## config.mk

```make
export PLATFORM = sky130hd
export DESIGN_NAME = prvp_spi_slave_tx_arbiter
export DESIGN_NICKNAME = d
export VERILOG_FILES = /design/src/rtl/prvp_spi_arb_pkg.sv /design/src/rtl/prvp_rr_pick.sv /design/src/rtl/prvp_spi_slave_tx_arbiter.sv
export SDC_FILE = /design/constraint.sdc
export NUM_CORES = 1
export LEC_CHECK = 0
export ABC_AREA = 1
export BUFFER_PORTS_ARGS = -buffer_cell sky130_fd_sc_hd__buf_2
export CORE_ASPECT_RATIO = 0.9
export CORE_MARGIN = 2
export CORE_UTILIZATION = 38
export DETAILED_ROUTE_END_ITERATION = 16
export PLACE_DENSITY = 0.82
export SLEW_MARGIN = 10
export SYNTH_ARGS = -nofsm -noshare
export SYNTH_HDL_FRONTEND = slang
export SYNTH_HIERARCHICAL = 1
export SYNTH_SLANG_ARGS = --single-unit
```

## constraint.sdc

```tcl
create_clock -name clk -period 1.6 [get_ports clk]
set_input_delay 0.08 -clock clk [delete_from_list [all_inputs] [get_ports clk]]
set_output_delay 0.08 -clock clk [all_outputs]
set_load 0.02 [all_outputs]
```

## src/rtl/prvp_spi_arb_pkg.sv

```systemverilog
// ---------------------------------------------------------------------------
// prvp_spi_arb_pkg
// Shared types and helpers for the SPI-slave transmit arbiter.
//   arb_state_e : arbiter FSM states (idle / locked onto one requester)
//   idw(n)      : width of a requester index, never narrower than one bit
// ---------------------------------------------------------------------------
package prvp_spi_arb_pkg;

    typedef enum logic {
        ARB_IDLE,
        ARB_LOCK
    } arb_state_e;

    // Index width for n requesters; a single-bit id is kept even for tiny n
    function automatic int idw(input int n);
        int w;
        w = $clog2(n);
        return (w < 1) ? 1 : w;
    endfunction

endpackage

```

## src/rtl/prvp_rr_pick.sv

```systemverilog
// ---------------------------------------------------------------------------
// prvp_rr_pick
// Combinational round-robin picker: returns the first set request at or
// after ptr_i, wrapping from N-1 back to 0.
// Ports:
//   req_i [N]   request vector
//   ptr_i [IDW] starting position (highest priority this round)
//   idx_o [IDW] index of the chosen request (0 when none)
//   any_o       at least one request is set
// ---------------------------------------------------------------------------
module prvp_rr_pick
    import prvp_spi_arb_pkg::*;
#(
    parameter int N   = 4,
    parameter int IDW = idw(N)
) (
    input  logic [N-1:0]   req_i,
    input  logic [IDW-1:0] ptr_i,
    output logic [IDW-1:0] idx_o,
    output logic           any_o
);

    // Walk the offsets from farthest to nearest so that the request closest
    // to the pointer is the one left standing after the loop.
    always_comb begin
        logic [IDW:0]   sum;
        logic [IDW-1:0] cand;
        idx_o = '0;
        any_o = 1'b0;
        sum   = '0;
        cand  = '0;
        for (int k = N - 1; k >= 0; k--) begin
            sum = {1'b0, ptr_i} + (IDW + 1)'(k);
            if (sum >= (IDW + 1)'(N)) begin
                sum = sum - (IDW + 1)'(N);
            end
            cand = sum[IDW-1:0];
            if (req_i[cand]) begin
                idx_o = cand;
                any_o = 1'b1;
            end
        end
    end

endmodule

```

## src/rtl/prvp_spi_slave_tx_arbiter.sv

```systemverilog
// ---------------------------------------------------------------------------
// prvp_spi_slave_tx_arbiter
// Round-robin, packet-locking arbiter that shares the write port of the
// SPI-slave dual-clock FIFO among NUM_REQ producers. A grant is held until
// the granted requester sends its last beat or MAX_BEATS beats have gone
// through (0 = no cap). Runs entirely in the FIFO write clock domain.
//
// Optional build macro:
//   PRVP_SPI_ARB_OUT_REG_EN - registers the output through a 2-entry skid
//                             buffer (1 cycle latency, full throughput).
//
// Ports:
//   clk, rst             FIFO write clock, async active-high reset
//   req_data/valid/last  per-requester beat, slice i = requester i
//   req_ready            per-requester ready, only the granted bit can be 1
//   out_data/valid/last  beat towards the FIFO write side
//   out_ready            FIFO can accept a beat
//   out_id               index of the granted requester
//   busy                 arbiter is locked onto a requester
// ---------------------------------------------------------------------------
module prvp_spi_slave_tx_arbiter
    import prvp_spi_arb_pkg::*;
#(
    parameter int NUM_REQ    = 4,
    parameter int DATA_WIDTH = 32,
    parameter int MAX_BEATS  = 16
) (
    input  logic                          clk,
    input  logic                          rst,
    input  logic [NUM_REQ*DATA_WIDTH-1:0] req_data,
    input  logic [NUM_REQ-1:0]            req_valid,
    input  logic [NUM_REQ-1:0]            req_last,
    output logic [NUM_REQ-1:0]            req_ready,
    output logic [DATA_WIDTH-1:0]         out_data,
    output logic                          out_valid,
    input  logic                          out_ready,
    output logic                          out_last,
    output logic [idw(NUM_REQ)-1:0]       out_id,
    output logic                          busy
);

    localparam int IDW  = idw(NUM_REQ);
    localparam int CNTW = (MAX_BEATS > 1) ? $clog2(MAX_BEATS) : 1;
    localparam logic [CNTW-1:0] CAP_LAST = (MAX_BEATS > 0) ? CNTW'(MAX_BEATS - 1) : '0;
    localparam logic [IDW-1:0]  LAST_ID  = IDW'(NUM_REQ - 1);

    arb_state_e     state_q, state_d;
    logic [IDW-1:0] grant_q, grant_d;
    logic [IDW-1:0] rrPtr_q, rrPtr_d;
    logic [CNTW-1:0] beatCnt_q, beatCnt_d;

    logic [IDW-1:0] pickIdx;
    logic           pickAny;

    logic [DATA_WIDTH-1:0] reqDataArr [NUM_REQ];
    logic [DATA_WIDTH-1:0] grantData;
    logic                  grantValid;
    logic                  capHit;
    logic                  lockLast;
    logic                  sinkReady;
    logic                  acceptBeat;

    // Unpack the flat data bus so the granted slice can be picked by index
    for (genvar g = 0; g < NUM_REQ; g++) begin : g_unpack
        assign reqDataArr[g] = req_data[g*DATA_WIDTH +: DATA_WIDTH];
    end

    prvp_rr_pick #(
        .N   (NUM_REQ),
        .IDW (IDW)
    ) u_pick (
        .req_i (req_valid),
        .ptr_i (rrPtr_q),
        .idx_o (pickIdx),
        .any_o (pickAny)
    );

    assign grantData  = reqDataArr[grant_q];
    assign grantValid = req_valid[grant_q];
    // The fairness cap fires on the beat that would be the MAX_BEATS-th
    assign capHit     = (MAX_BEATS != 0) && (beatCnt_q == CAP_LAST);
    assign lockLast   = req_last[grant_q] | capHit;
    // A beat is taken from the granted requester whenever the sink side can
    // take it; all FSM bookkeeping is driven from this input-side handshake.
    assign acceptBeat = (state_q == ARB_LOCK) && grantValid && sinkReady;
    assign busy       = (state_q == ARB_LOCK);

    // State register and arbitration bookkeeping
    always_ff @(posedge clk or posedge rst) begin
        if (rst) begin
            state_q   <= ARB_IDLE;
            grant_q   <= '0;
            rrPtr_q   <= '0;
            beatCnt_q <= '0;
        end else begin
            state_q   <= state_d;
            grant_q   <= grant_d;
            rrPtr_q   <= rrPtr_d;
            beatCnt_q <= beatCnt_d;
        end
    end

    // Next-state logic: idle picks the next requester (one bubble cycle),
    // lock counts beats and releases on the last beat of the grant.
    always_comb begin
        state_d   = state_q;
        grant_d   = grant_q;
        rrPtr_d   = rrPtr_q;
        beatCnt_d = beatCnt_q;
        unique case (state_q)
            ARB_IDLE: begin
                if (pickAny) begin
                    grant_d = pickIdx;
                    state_d = ARB_LOCK;
                end
            end
            ARB_LOCK: begin
                if (acceptBeat) begin
                    if (lockLast) begin
                        state_d   = ARB_IDLE;
                        beatCnt_d = '0;
                        rrPtr_d   = (grant_q == LAST_ID) ? '0 : grant_q + 1'b1;
                    end else begin
                        beatCnt_d = beatCnt_q + 1'b1;
                    end
                end
            end
            default: state_d = ARB_IDLE;
        endcase
    end

    // Only the granted requester ever sees ready
    always_comb begin
        req_ready = '0;
        if (state_q == ARB_LOCK) begin
            req_ready[grant_q] = sinkReady;
        end
    end

`ifdef PRVP_SPI_ARB_OUT_REG_EN

    typedef struct packed {
        logic [DATA_WIDTH-1:0] data;
        logic                  last;
        logic [IDW-1:0]        id;
    } skid_t;

    skid_t       skidMem_q [2];
    skid_t       skidIn;
    skid_t       skidHead;
    logic        skidWr_q;
    logic        skidRd_q;
    logic [1:0]  skidCnt_q, skidCnt_d;
    logic        skidPush;
    logic        skidPop;

    assign sinkReady = (skidCnt_q != 2'd2);
    assign skidPush  = acceptBeat;
    assign skidPop   = (skidCnt_q != 2'd0) && out_ready;
    assign skidHead  = skidMem_q[skidRd_q];

    always_comb begin
        skidIn      = '0;
        skidIn.data = grantData;
        skidIn.last = lockLast;
        skidIn.id   = grant_q;
    end

    // Occupancy moves by at most one per cycle since push and pop can coincide
    always_comb begin
        skidCnt_d = skidCnt_q;
        unique case ({skidPush, skidPop})
            2'b10:   skidCnt_d = skidCnt_q + 2'd1;
            2'b01:   skidCnt_d = skidCnt_q - 2'd1;
            default: skidCnt_d = skidCnt_q;
        endcase
    end

    // Two-entry ring: the second slot absorbs the beat accepted in the same
    // cycle the FIFO stalls, so ready can be a pure register-derived signal.
    always_ff @(posedge clk or posedge rst) begin
        if (rst) begin
            for (int i = 0; i < 2; i++) begin
                skidMem_q[i] <= '0;
            end
            skidWr_q  <= 1'b0;
            skidRd_q  <= 1'b0;
            skidCnt_q <= 2'd0;
        end else begin
            if (skidPush) begin
                skidMem_q[skidWr_q] <= skidIn;
                skidWr_q            <= ~skidWr_q;
            end
            if (skidPop) begin
                skidRd_q <= ~skidRd_q;
            end
            skidCnt_q <= skidCnt_d;
        end
    end

    // Outputs are zeroed while the buffer is empty so stale entries never leak
    always_comb begin
        out_valid = (skidCnt_q != 2'd0);
        out_data  = '0;
        out_last  = 1'b0;
        out_id    = '0;
        if (out_valid) begin
            out_data = skidHead.data;
            out_last = skidHead.last;
            out_id   = skidHead.id;
        end
    end

`else

    assign sinkReady = out_ready;

    // Zero-latency path straight from the granted requester
    always_comb begin
        out_data  = '0;
        out_valid = 1'b0;
        out_last  = 1'b0;
        out_id    = '0;
        if (state_q == ARB_LOCK) begin
            out_data  = grantData;
            out_valid = grantValid;
            out_last  = lockLast;
            out_id    = grant_q;
        end
    end

`endif

endmodule
```

=== Word level (Yosys, flattened, before mapping) ===
Index checks and enable logic that the tools add are counted.

* Output and inout port bits: 41
* Input port bits: 139
* Bits in registers: 9

* Order comparisons: 11
* Muxes and demuxes: 40
* Reductions and logical operators: 6
* Eq/ne operators: 2
* Bitwise logic cells: 4
* Add/sub/neg operators: 9

{| class="wikitable"
|+ Operators by type and width
! kind !! number
|-
| $mux 32 || 3
|-
| $bmux 32 s2 || 1
|-
| $mux 2 || 10
|-
| $mux 1 || 16
|-
| $lt 2x3->1 const B || 5
|-
| $bmux 1 s2 || 6
|-
| $ge 3x3->1 const B || 4
|-
| $mux 4 || 2
|-
| $sub 2x1->2 const B || 4
|-
| $add 2x2->3 const B || 2
|-
| $add 4x1->4 const B || 1
|-
| $and 4x4->4 || 1
|-
| $eq 4x4->1 const B || 1
|-
| $reduce_and 2->1 || 2
|-
| $add 2x1->3 const B || 1
|-
| $ge 2x3->1 const B || 1
|-
| $logic_and 1x1->1 || 3
|-
| $not 2->3 || 1
|-
| $reduce_and 3->1 || 1
|-
| $add 2x1->2 const B || 1
|-
| $demux 1 s2 || 1
|-
| $eq 2x2->1 const B || 1
|-
| $ge 2x1->1 const B || 1
|-
| $pmux 1 s2 || 1
|-
| other kinds (2) || 2
|}

=== Depth between registers and ports, before layout ===
Gate-level depths: netlist (run 1).

* Word-level depth: 11
* Mapped depth: 12

=== Cells and area by module ===
The synthesis (run 1) kept the hierarchy.

{| class="wikitable"
|+ By module, submodules not included
! module !! sequential area each (µm²) !! area each (µm²) !! instances !! cells each
|-
| prvp_spi_slave_tx_arbiter || 225.2 || 1759.2 || 1 || 337
|-
| prvp_rr_pick || 0.0 || 215.2 || 1 || 44
|}

=== Least setup slack after synthesis (run 1) ===
Ideal clock, no wire load.

* Path kind: register to output
* Start: reg grant_q[0]
* End: out req_ready[0]
* Arrival: 1.362 ns
* Path buffers: 3
* Data required time: 1.520 ns
* Slack: 0.158 ns
* Cell stages (with the launch flop): 8
* Path through: dfrtp_1 -> buf_6 -> inv_6 -> buf_6 -> buf_2 -> ha_1 -> inv_1 -> nor2_1

* Cells in the longest elaborated chain, start to end: 6

{| class="wikitable"
|+ RTL lines
! what !! RTL line !! text
|-
| start: declaration || prvp_spi_slave_tx_arbiter.sv:48 || <nowiki>logic [IDW-1:0] grant_q, grant_d;</nowiki>
|-
| start signal: assignment || prvp_spi_slave_tx_arbiter.sv:97 || <nowiki>grant_q <= grant_d;</nowiki>
|-
| $lt 2x3->1 (implied by the code) / $ge 2x1->1 (equally long branches) || prvp_spi_slave_tx_arbiter.sv:136 || <nowiki>req_ready[grant_q] = sinkReady;</nowiki>
|-
| $logic_and 1x1->1 (implied by the code) || prvp_spi_slave_tx_arbiter.sv:136 ||
|-
| $mux 1 (implied by the code) || prvp_spi_slave_tx_arbiter.sv:136 ||
|-
| $demux 1 s2 * || prvp_spi_slave_tx_arbiter.sv:136 ||
|-
| $and 4x4->4 (no source line) * || n/a ||
|-
| $mux 4 * || prvp_spi_slave_tx_arbiter.sv:135 || <nowiki>if (state_q == ARB_LOCK) begin</nowiki>
|-
| end: declaration || prvp_spi_slave_tx_arbiter.sv:33 || <nowiki>output logic [NUM_REQ-1:0] req_ready,</nowiki>
|}

Mark *: on every way between the ends. The rest lies on a longest branch, timed or not.

=== Final worst setup path (run 1) ===
* Start: reg grant_q[0]
* End: out out_data[17]

* Cells in the longest elaborated chain, start to end: 5

{| class="wikitable"
|+ RTL lines
! what !! RTL line !! text
|-
| $not 2->3 (implied by the code) || prvp_spi_slave_tx_arbiter.sv:78 || <nowiki>assign grantData = reqDataArr[grant_q];</nowiki>
|-
| $bmux 32 s2 || prvp_spi_slave_tx_arbiter.sv:78 ||
|-
| $mux 32 (implied by the code) (2 in series) || prvp_spi_slave_tx_arbiter.sv:78 ||
|-
| $mux 32 || prvp_spi_slave_tx_arbiter.sv:224 || <nowiki>if (state_q == ARB_LOCK) begin</nowiki>
|-
| end: declaration || prvp_spi_slave_tx_arbiter.sv:34 || <nowiki>output logic [DATA_WIDTH-1:0] out_data,</nowiki>
|}

Every way passes these cells. The select of a mux whose other input is x is not followed.

==> results.cfg, run 1 <==
[die]
io_pins = 180
core_area_um2 = 4920
die_w_um = 80.0
start_util = 0.401
die_h_um = 72.4
row_count = 24
dieArea_um2 = 5790

[place]
io_buffers = 179
post_dp_cell_area_um2 = 2920
place_worst_setup_slack_ns = 0.126
dp_hpwl_um = 5890
place_congestion = 0.842

[synthesis]
syn-cell-area_um2 = 1970
netlist_instances = 381
synth_cell_types = 26
syn_area_per_cell_um2 = 5.18
ys_warn_count = 6
synth_seq_cells = 9
synth-seq-area-share = 0.114
synth_fp_nets = 525

[global_routing]
grt_pass1_wl_um = 12000
antenna_found_initial = 0
grt_pass1_vias = 2860
overflow = 0
grt_max_degree = 44
grt_use_total = 0.250

[route]
drt_first_pass_iters = 4
met1_length_um = 3390
wl_met2_um = 4680
postRouteAntennaNets = 0
drt_iter0_drc = 207
via_per_inst = 5.24
wl_per_cell_um = 14.4
vias = 3292
wl_met3_um = 709
routed_wl_um = 9060
drc = 0
top_layer_used = met4

[run_status]
violations = setup timing
status = finished, violations left

[critical_path]
regToRegEndpoint = busy$_DFF_PP0_
cp-start-kind = register
cp_max_fo = 8
rr_startpoint = grant_q[0]$_DFFE_PP0P_
crit_path_end_kind = output port
reg2reg_depth = 10
path_class = register to output port
rrSetupSlack_ns = 0.10
crit_arrival_ns = 1.62
required_ns = 1.52

[clocking]
cts.sinks = 9
cts-root-buf = clkbuf_8
path_clk_slew_ns = 0.05
cts_htree_levels = 1
clockBufferDepth = 2
cts_tree = built
clk_latency_ns = 0.23
numCtsBuffers = 3

[timing]
holdWs_ns = 0.337
grt_setup_unrepaired = yes
worst_pin_slew_ns = 0.397
fin_ws_ns = -0.101
finalHoldViolCount = 0
final.setup.tns_ns = -0.700
period_share = 1.06
finalSetupViolations = 27
maxSlewViolCount = 0
timing.fmax_mhz = 588
min_period_ns = 1.70
clock_skew_ns = 0.00171
slew_headroom = 0.735

[finish]
diodes = 0
nets = 708
final_cell_area_um2 = 3380
postLayoutCoreUtil = 0.685
area_growth_syn_to_layout_pct = 71.0
drive_gt1_frac = 0.448
fillers = 455

[min_path]
min_path_cells = 5
min_path_type = primary input to register
holdPathEnd = beatCnt_q[3]$_DFFE_PP0P_
min_from = out_ready

[power_and_ir_drop]
leakagePower_uw = 0.00183
vdd_drop_max_v = 0.00121
powerDensity_nw_per_um2 = 2190

[job]
max-cap-violations = 0
[flip-flops by register name, indices dropped and copies added (netlist names)]
register,count
busy,1
rrPtr_q,2
grant_q,2
beatCnt_q,4
[final cells by class]
| type | count | area (um^2) | area share |
|---|---|---|---|
| repair buffers | 203 | 1360 | 0.402 |
| flip-flops and latches | 9 | 230 | 0.0682 |
| repair inverters | 1 | 5.00 | 0.00148 |
| multi-input cells | 325 | 1560 | 0.463 |
| clock buffers | 4 | 45.0 | 0.0133 |
| well taps | 65 | 81.3 | 0.0241 |
| inverters | 21 | 96.3 | 0.0285 |
[logic make-up after synthesis]
logic type | synth area share
AND/OR/NAND/NOR | 0.466
AO/OA/AOI/OAI | 0.260
buffers and inverters | 0.124
flip-flops | 0.114
adder cells (fa/ha/maj) | 0.0317
XOR/XNOR | 0.00444
[per-layer routing]
layer / vias to the layer above / GRT usage
met5: - / 0
met4: 0 / 0.0942
met3: 32 / 0.0373
met2: 190 / 0.481
met1: 1475 / 0.275
li1: 1595 / -
[cells in the final DEF (no fill, tap or decap), drive strengths merged]
cell type and n:
dfrtp 9, a21oi 35, dlygate4sd3 1, clkinv 2, nand2 54, buf 196
inv 20, nor2 144, and2 1, o21ai 66, nand3b 1, nand3 18
clkbuf 10, xor2 1, ha 5
[power breakdown]
part	switching (uW)	internal [uW]	leakage [uW]
combinational	3810	2830	0.00170
sequential	135	330	0.000110
clock	97.4	174	0.0000228
[cell usage after synthesis]
cell type / number / area share
inv_2: 5 / 0.0095
and2_4: 1 / 0.0044
nand3_1: 14 / 0.035
buf_2: 5 / 0.013
xor2_1: 1 / 0.0044
buf_6: 5 / 0.029
inv_4: 2 / 0.0063
dfrtp_1: 9 / 0.11
buf_1: 1 / 0.0019
nand3_2: 4 / 0.020
inv_1: 13 / 0.025
nand2_2: 9 / 0.029
buf_4: 4 / 0.015
inv_6: 1 / 0.0044
nor2_1: 143 / 0.27
nand2_4: 1 / 0.0057
ha_1: 5 / 0.032
nand2_1: 44 / 0.084
a21oi_1: 34 / 0.086
o21ai_0: 26 / 0.066
nor2_8: 1 / 0.010
nand3b_2: 1 / 0.0057
o21ai_1: 39 / 0.099
a21oi_2: 1 / 0.0044
clkbuf_1: 11 / 0.021
o21ai_2: 1 / 0.0044
[per-stage QoR]
step / cells / total power [uW]
2_1_floorplan: 381 / 4270
3_3_place_gp: 609 / 5630
3_5_place_dp: 609 / 5720
4_1_cts: 615 / 6060
5_1_grt: 628 / 7940
6_report: 628 / 7380
[timing repair]
action / in CTS / in global routing
gates resized for setup: 1 / 68
setup buffers: 1 / 4
hold endpoints to repair: 9 / 0
hold buffers: 1 / 0
pin swaps: 0 / 9
cloned: 0 / 9
setup endpoints to repair: 3 / 35
[worst max-delay path, cell delays in order (launching register included)]
cell      delay, ns
dfrtp_4        0.49
buf_12         0.16
clkinv_8       0.09
buf_12         0.11
o21ai_0        0.10
a21oi_1        0.23
buf_2          0.20
[how the worst max path moves through the flow]
stage                           startpoint                endpoint  slack, ns  cells after the start
global placement    rrPtr_q[0]$_DFFE_PP0P_  grant_q[0]$_DFFE_PP0P_       0.20                     10
finish              grant_q[0]$_DFFE_PP0P_            out_data[17]      -0.10                      6
detailed placement  rrPtr_q[0]$_DFFE_PP0P_  grant_q[0]$_DFFE_PP0P_       0.13                     10
CTS                 grant_q[0]$_DFFE_PP0P_             out_data[9]      0.002                      6
floorplan           grant_q[0]$_DFFE_PP0P_            req_ready[0]       0.16                      7
global route        grant_q[0]$_DFFE_PP0P_            out_data[14]      -0.13                      7
No activity file was read; power rests on OpenSTA's default activity.
==> run 2: changes to the inputs <==
Settings changed: BUFFER_PORTS_ARGS -buffer_cell sky130_fd_sc_hd__buf_2 to -buffer_cell sky130_fd_sc_hd__buf_4.
==> results.cfg, run 2 (synthesized netlist as in run 1, its figures left out) <==
[run_status]
status = finished, violations left
violations = setup timing

[finish]
final_common_cell = buf_4
nets = 716
fillers = 318
mostFrequentLayoutCells = buf_4, nor2_1, o21ai_1
diodes = 0
top_regs = beatCnt_q: 4 flops, grant_q: 2 flops, rrPtr_q: 2 flops
drive_gt1_frac = 0.527
area_growth_syn_to_layout_pct = 107
largest_reg_flops = 4
largest_register = beatCnt_q

[die]
start_util = 0.401
die_w_um = 80.0
row_count = 24
core_area_um2 = 4920
die_h_um = 72.4
io_pins = 180
dieArea_um2 = 5790

[place]
io_buffers = 179
place_congestion = 0.951
dp_hpwl_um = 6550

[critical_path]
rrSetupSlack_ns = 0.15
endpoint = out_data[12]
required_ns = 1.52
reg2reg_depth = 9
cp-start-kind = register
crit_path_end_kind = output port
crit_arrival_ns = 1.67
cp-startpoint = grant_q[0]$_DFFE_PP0P_
cp_max_fo = 8
regToRegEndpoint = beatCnt_q[0]$_DFFE_PP0P_
path_class = register to output port
rr_startpoint = grant_q[0]$_DFFE_PP0P_

[clocking]
clk_latency_ns = 0.24
cts_htree_levels = 1
path_clk_slew_ns = 0.05
cts.sinks = 9
clockBufferDepth = 2
cts_tree = built
numCtsBuffers = 3
cts-root-buf = clkbuf_8

[timing]
grt_setup_unrepaired = yes
maxSlewViolCount = 0
slew_headroom = 0.749
timing.fmax_mhz = 572
holdWs_ns = 0.334
finalHoldViolCount = 0
finalSetupViolations = 17
period_share = 1.09
clock_skew_ns = 0.00607
worst_pin_slew_ns = 0.376
final.setup.tns_ns = -0.938
fin_ws_ns = -0.149
min_period_ns = 1.75

[global_routing]
grt_max_degree = 34
grt_pass1_vias = 3121
grt_pass1_wl_um = 14700
antenna_found_initial = 0
overflow = 0
grt_use_total = 0.312

[job]
max-cap-violations = 0

[min_path]
min_path_type = primary input to register
min_from = out_ready

[route]
wl_per_cell_um = 18.5
drc = 0
via_per_inst = 5.70
postRouteAntennaNets = 0
routed_wl_um = 11800
vias = 3628
drt_first_pass_iters = 6
drt_iter0_drc = 367

[power_and_ir_drop]
leakagePower_uw = 0.00206
p_total_uw = 8770
powerDensity_nw_per_um2 = 2140
vdd_drop_max_v = 0.00117
run 2: changes by cell type in the layout (fill, tap and decap cells not counted), moves of 5 or more:
cell	before	now
nor2_2	13	24
o21ai_2	1	9
buf_16	0	5
buf_2	149	0
a21oi_1	34	29
buf_4	36	190
nor2_1	129	107
o21ai_0	18	3
nor2_4	1	12
o21ai_1	47	53
run 2: final cells by class:
class                   count  area [um^2]  area share
multi-input cells         325         1760       0.429
well taps                  65         81.3      0.0199
repair inverters            1         11.3     0.00275
repair buffers            211         1860       0.454
flip-flops and latches      9          228      0.0557
clock buffers               4         45.0      0.0110
inverters                  21          110      0.0269
run 2: per-stage QoR:
stage / instance area (um^2) / worst slack, ns / instances / util
after floorplan: 1970 / 0.158 / 381 / -
after global placement: 3340 / 0.215 / 608 / 0.678
after detailed placement: 3340 / 0.160 / 608 / 0.678
after CTS: 3580 / -0.0317 / 622 / 0.728
after global routing: 4090 / -0.527 / 636 / 0.831
final: 4090 / -0.149 / 636 / 0.831
run 2: timing repair:
| action | CTS | global route |
|---|---|---|
| pin swaps | 5 | 52 |
| hold endpoints to repair | 9 | 0 |
| resized for setup | 7 | 109 |
| hold buffers | 1 | 0 |
| gates cloned | 5 | 8 |
| setup buffers | 4 | 6 |
| endpoints found under the setup margin | 25 | 34 |
run 2: how the worst min path moves through the flow:
| stage | end | slack [ns] | cells past startpoint |
|---|---|---|---|
| finish | beatCnt_q[3]$_DFFE_PP0P_ | 0.33 | 5 |
| global route | beatCnt_q[3]$_DFFE_PP0P_ | 0.39 | 5 |
| CTS | beatCnt_q[3]$_DFFE_PP0P_ | 0.33 | 5 |
| detailed placement | beatCnt_q[1]$_DFFE_PP0P_ | 0.08 | 2 |
| global placement | beatCnt_q[1]$_DFFE_PP0P_ | 0.07 | 2 |
| floorplan | beatCnt_q[0]$_DFFE_PP0P_ | -0.09 | 1 |
run 2: where the power goes:
group,switching (uW),internal (uW)
logic,4530,3490
clock network,104,175
registers,147,324
run 2: worst max-delay path, stage by stage, from the launching register on:
cell and delay (ns):
dfrtp_2 0.45, buf_6 0.15, clkbuf_16 0.17, nor2_2 0.21
nor2_1 0.09, o21ai_1 0.11, a21oi_1 0.08, buf_4 0.16
run 2: metal layers:
metal,vias to the layer above,GRT usage,part of all wire
met5,-,0,0
met4,0,0.119,0.067
met3,85,0.0361,0.12
met2,309,0.568,0.48
met1,1624,0.376,0.34
li1,1610,-,-
==> run 3: changes to the inputs <==
Settings changed: BUFFER_PORTS_ARGS -buffer_cell sky130_fd_sc_hd__buf_4 to -buffer_cell sky130_fd_sc_hd__clkbuf_2.
==> results.cfg, run 3 (synthesized netlist as in run 1, its figures left out) <==
[critical_path]
crit_arrival_ns = 1.58
cp-start-kind = register
path_cells = buf_4 -> clkbuf_16 -> nand2_1 -> nand3_2 -> a21oi_4 -> nor2_1 -> buf_4
reg2reg_depth = 10
cp_slowest_cell = dfrtp_2
required_ns = 1.52
crit_family = buffers and inverters
regToRegEndpoint = rrPtr_q[1]$_DFFE_PP0P_
rrSetupSlack_ns = 0.07
rr_startpoint = grant_q[0]$_DFFE_PP0P_
path_buf_inv = 3
critPathMostFrequentCell = buf_4
cp_max_fo = 10
crit_path_end_kind = output port
cp_slowest_stage_delay_ns = 0.44
path_class = register to output port

[clocking]
cts-root-buf = clkbuf_8
clk_latency_ns = 0.24
cts.sinks = 9
clockBufferDepth = 2
cts_htree_levels = 1
numCtsBuffers = 3
cts_tree = built
path_clk_slew_ns = 0.05

[place]
place_congestion = 0.843
dp_hpwl_um = 5930
placed_cells = 608
io_buffers = 179

[power_and_ir_drop]
switching_power_uw = 4040
clockPowerShare = 0.038
leakagePower_uw = 0.00186
swShare = 0.547
powerDensity_nw_per_um2 = 2170
internal_power_uw = 3350
pwr-share-comb = 0.900
p_total_uw = 7390
seq_power_share = 0.063
vdd_drop_max_v = 0.00127

[timing]
worst_pin_slew_ns = 0.369
fin_ws_ns = -0.0576
clock_skew_ns = 0.00263
maxSlewViolCount = 0
min_period_ns = 1.66
timing.fmax_mhz = 603
finalHoldViolCount = 0
slew_headroom = 0.754
finalSetupViolations = 4
grt_setup_unrepaired = yes
period_share = 1.04

[finish]
diodes = 0
mostFrequentLayoutCells = clkbuf_2, nor2_1, o21ai_1
final-instance-count-excl-fill = 627
top_regs = beatCnt_q: 4 flops, grant_q: 2 flops, rrPtr_q: 2 flops
drive_gt1_frac = 0.448
largest_register = beatCnt_q
area_growth_syn_to_layout_pct = 72.1
nets = 707
largest_reg_flops = 4
postLayoutCoreUtil = 0.690
final_common_cell = clkbuf_2

[global_routing]
grt_max_degree = 39
grt_pass1_wl_um = 12000
grt_use_total = 0.254
overflow = 0
grt_pass1_vias = 2824
antenna_found_initial = 0

[route]
drt_first_pass_iters = 4
drt_iter0_drc = 210
wl_per_cell_um = 13.9
routed_wl_um = 8730
postRouteAntennaNets = 0
vias = 3224
drc = 0
via_per_inst = 5.14

[die]
die_w_um = 80.0
dieArea_um2 = 5790
row_count = 24
io_pins = 180
core_area_um2 = 4920
start_util = 0.401
die_h_um = 72.4

[min_path]
holdPathEnd = beatCnt_q[0]$_DFFE_PP0P_
min_path_type = primary input to register
min_path_cells = 6
min_from = req_last[2]

[run_status]
status = finished, violations left
violations = setup timing

[job]
max-cap-violations = 0
-- run 3: tightest hold or removal path, delay by kind of cell --
family,cells,cell delay [ns]
compound gates,1,0.06
simple gates,4,0.23
buf+inv,1,0.08
-- run 3: per-stage QoR --
step	hold WS [ns]	setup TNS [ns]	area (um^2)	setup slack (ns)
after global placement	0.0403	0	2910	0.154
after detailed placement	0.0555	0	2910	0.115
after global routing	0.298	-1.45	3400	-0.107
after CTS	0.258	-0.0502	3010	-0.0349
after floorplan	-0.0921	0	1970	0.158
final	0.257	-0.0935	3400	-0.0576
-- run 3: repair_timing --
| action | CTS | global route |
|---|---|---|
| buffers inserted | 0 | 7 |
| setup endpoints to repair | 28 | 36 |
| resized for setup | 11 | 104 |
| gates cloned | 0 | 7 |
| pin swaps | 2 | 24 |
| hold endpoints to repair | 9 | 0 |
| hold buffers | 1 | 0 |
-- run 3: cell type report --
| class | instances | area, um^2 |
|---|---|---|
| Timing Repair Buffer | 203 | 1350 |
| Inverter | 21 | 110 |
| Multi-Input combinational cell | 325 | 1580 |
| Tap cell | 65 | 81.3 |
| Clock buffer | 4 | 45.0 |
| Sequential cell | 9 | 228 |
| Fill cell | 446 | 1530 |
-- run 3: routing by layer --
layer  wire length (um)  up-vias  GRT usage
met1               3370     1449      0.281
met4                225        0     0.0942
li1                   -     1589          -
met3                696       27     0.0410
met5                  0        -          0
met2               4430      159      0.485
-- run 3: power by group through the flow --
stage | Combinational (uW) | Clock, uW | Sequential (uW)
4_1_cts | 5380 | 282 | 476
3_3_place_gp | 5160 | 0 | 461
6_report | 6650 | 278 | 464
5_1_grt | 7180 | 293 | 480
3_5_place_dp | 5260 | 0 | 467
2_1_floorplan | 3860 | 0 | 411
-- run 3: worst max path at each step --
stage,startpoint,end,slack [ns],cells past startpoint
floorplan,grant_q[0]$_DFFE_PP0P_,req_ready[0],0.16,7
global placement,grant_q[0]$_DFFE_PP0P_,out_data[21],0.15,6
detailed placement,rrPtr_q[0]$_DFFE_PP0P_,grant_q[0]$_DFFE_PP0P_,0.12,10
CTS,grant_q[0]$_DFFE_PP0P_,out_data[21],-0.03,6
global route,grant_q[0]$_DFFE_PP0P_,out_last,-0.11,7
finish,grant_q[0]$_DFFE_PP0P_,out_last,-0.06,7
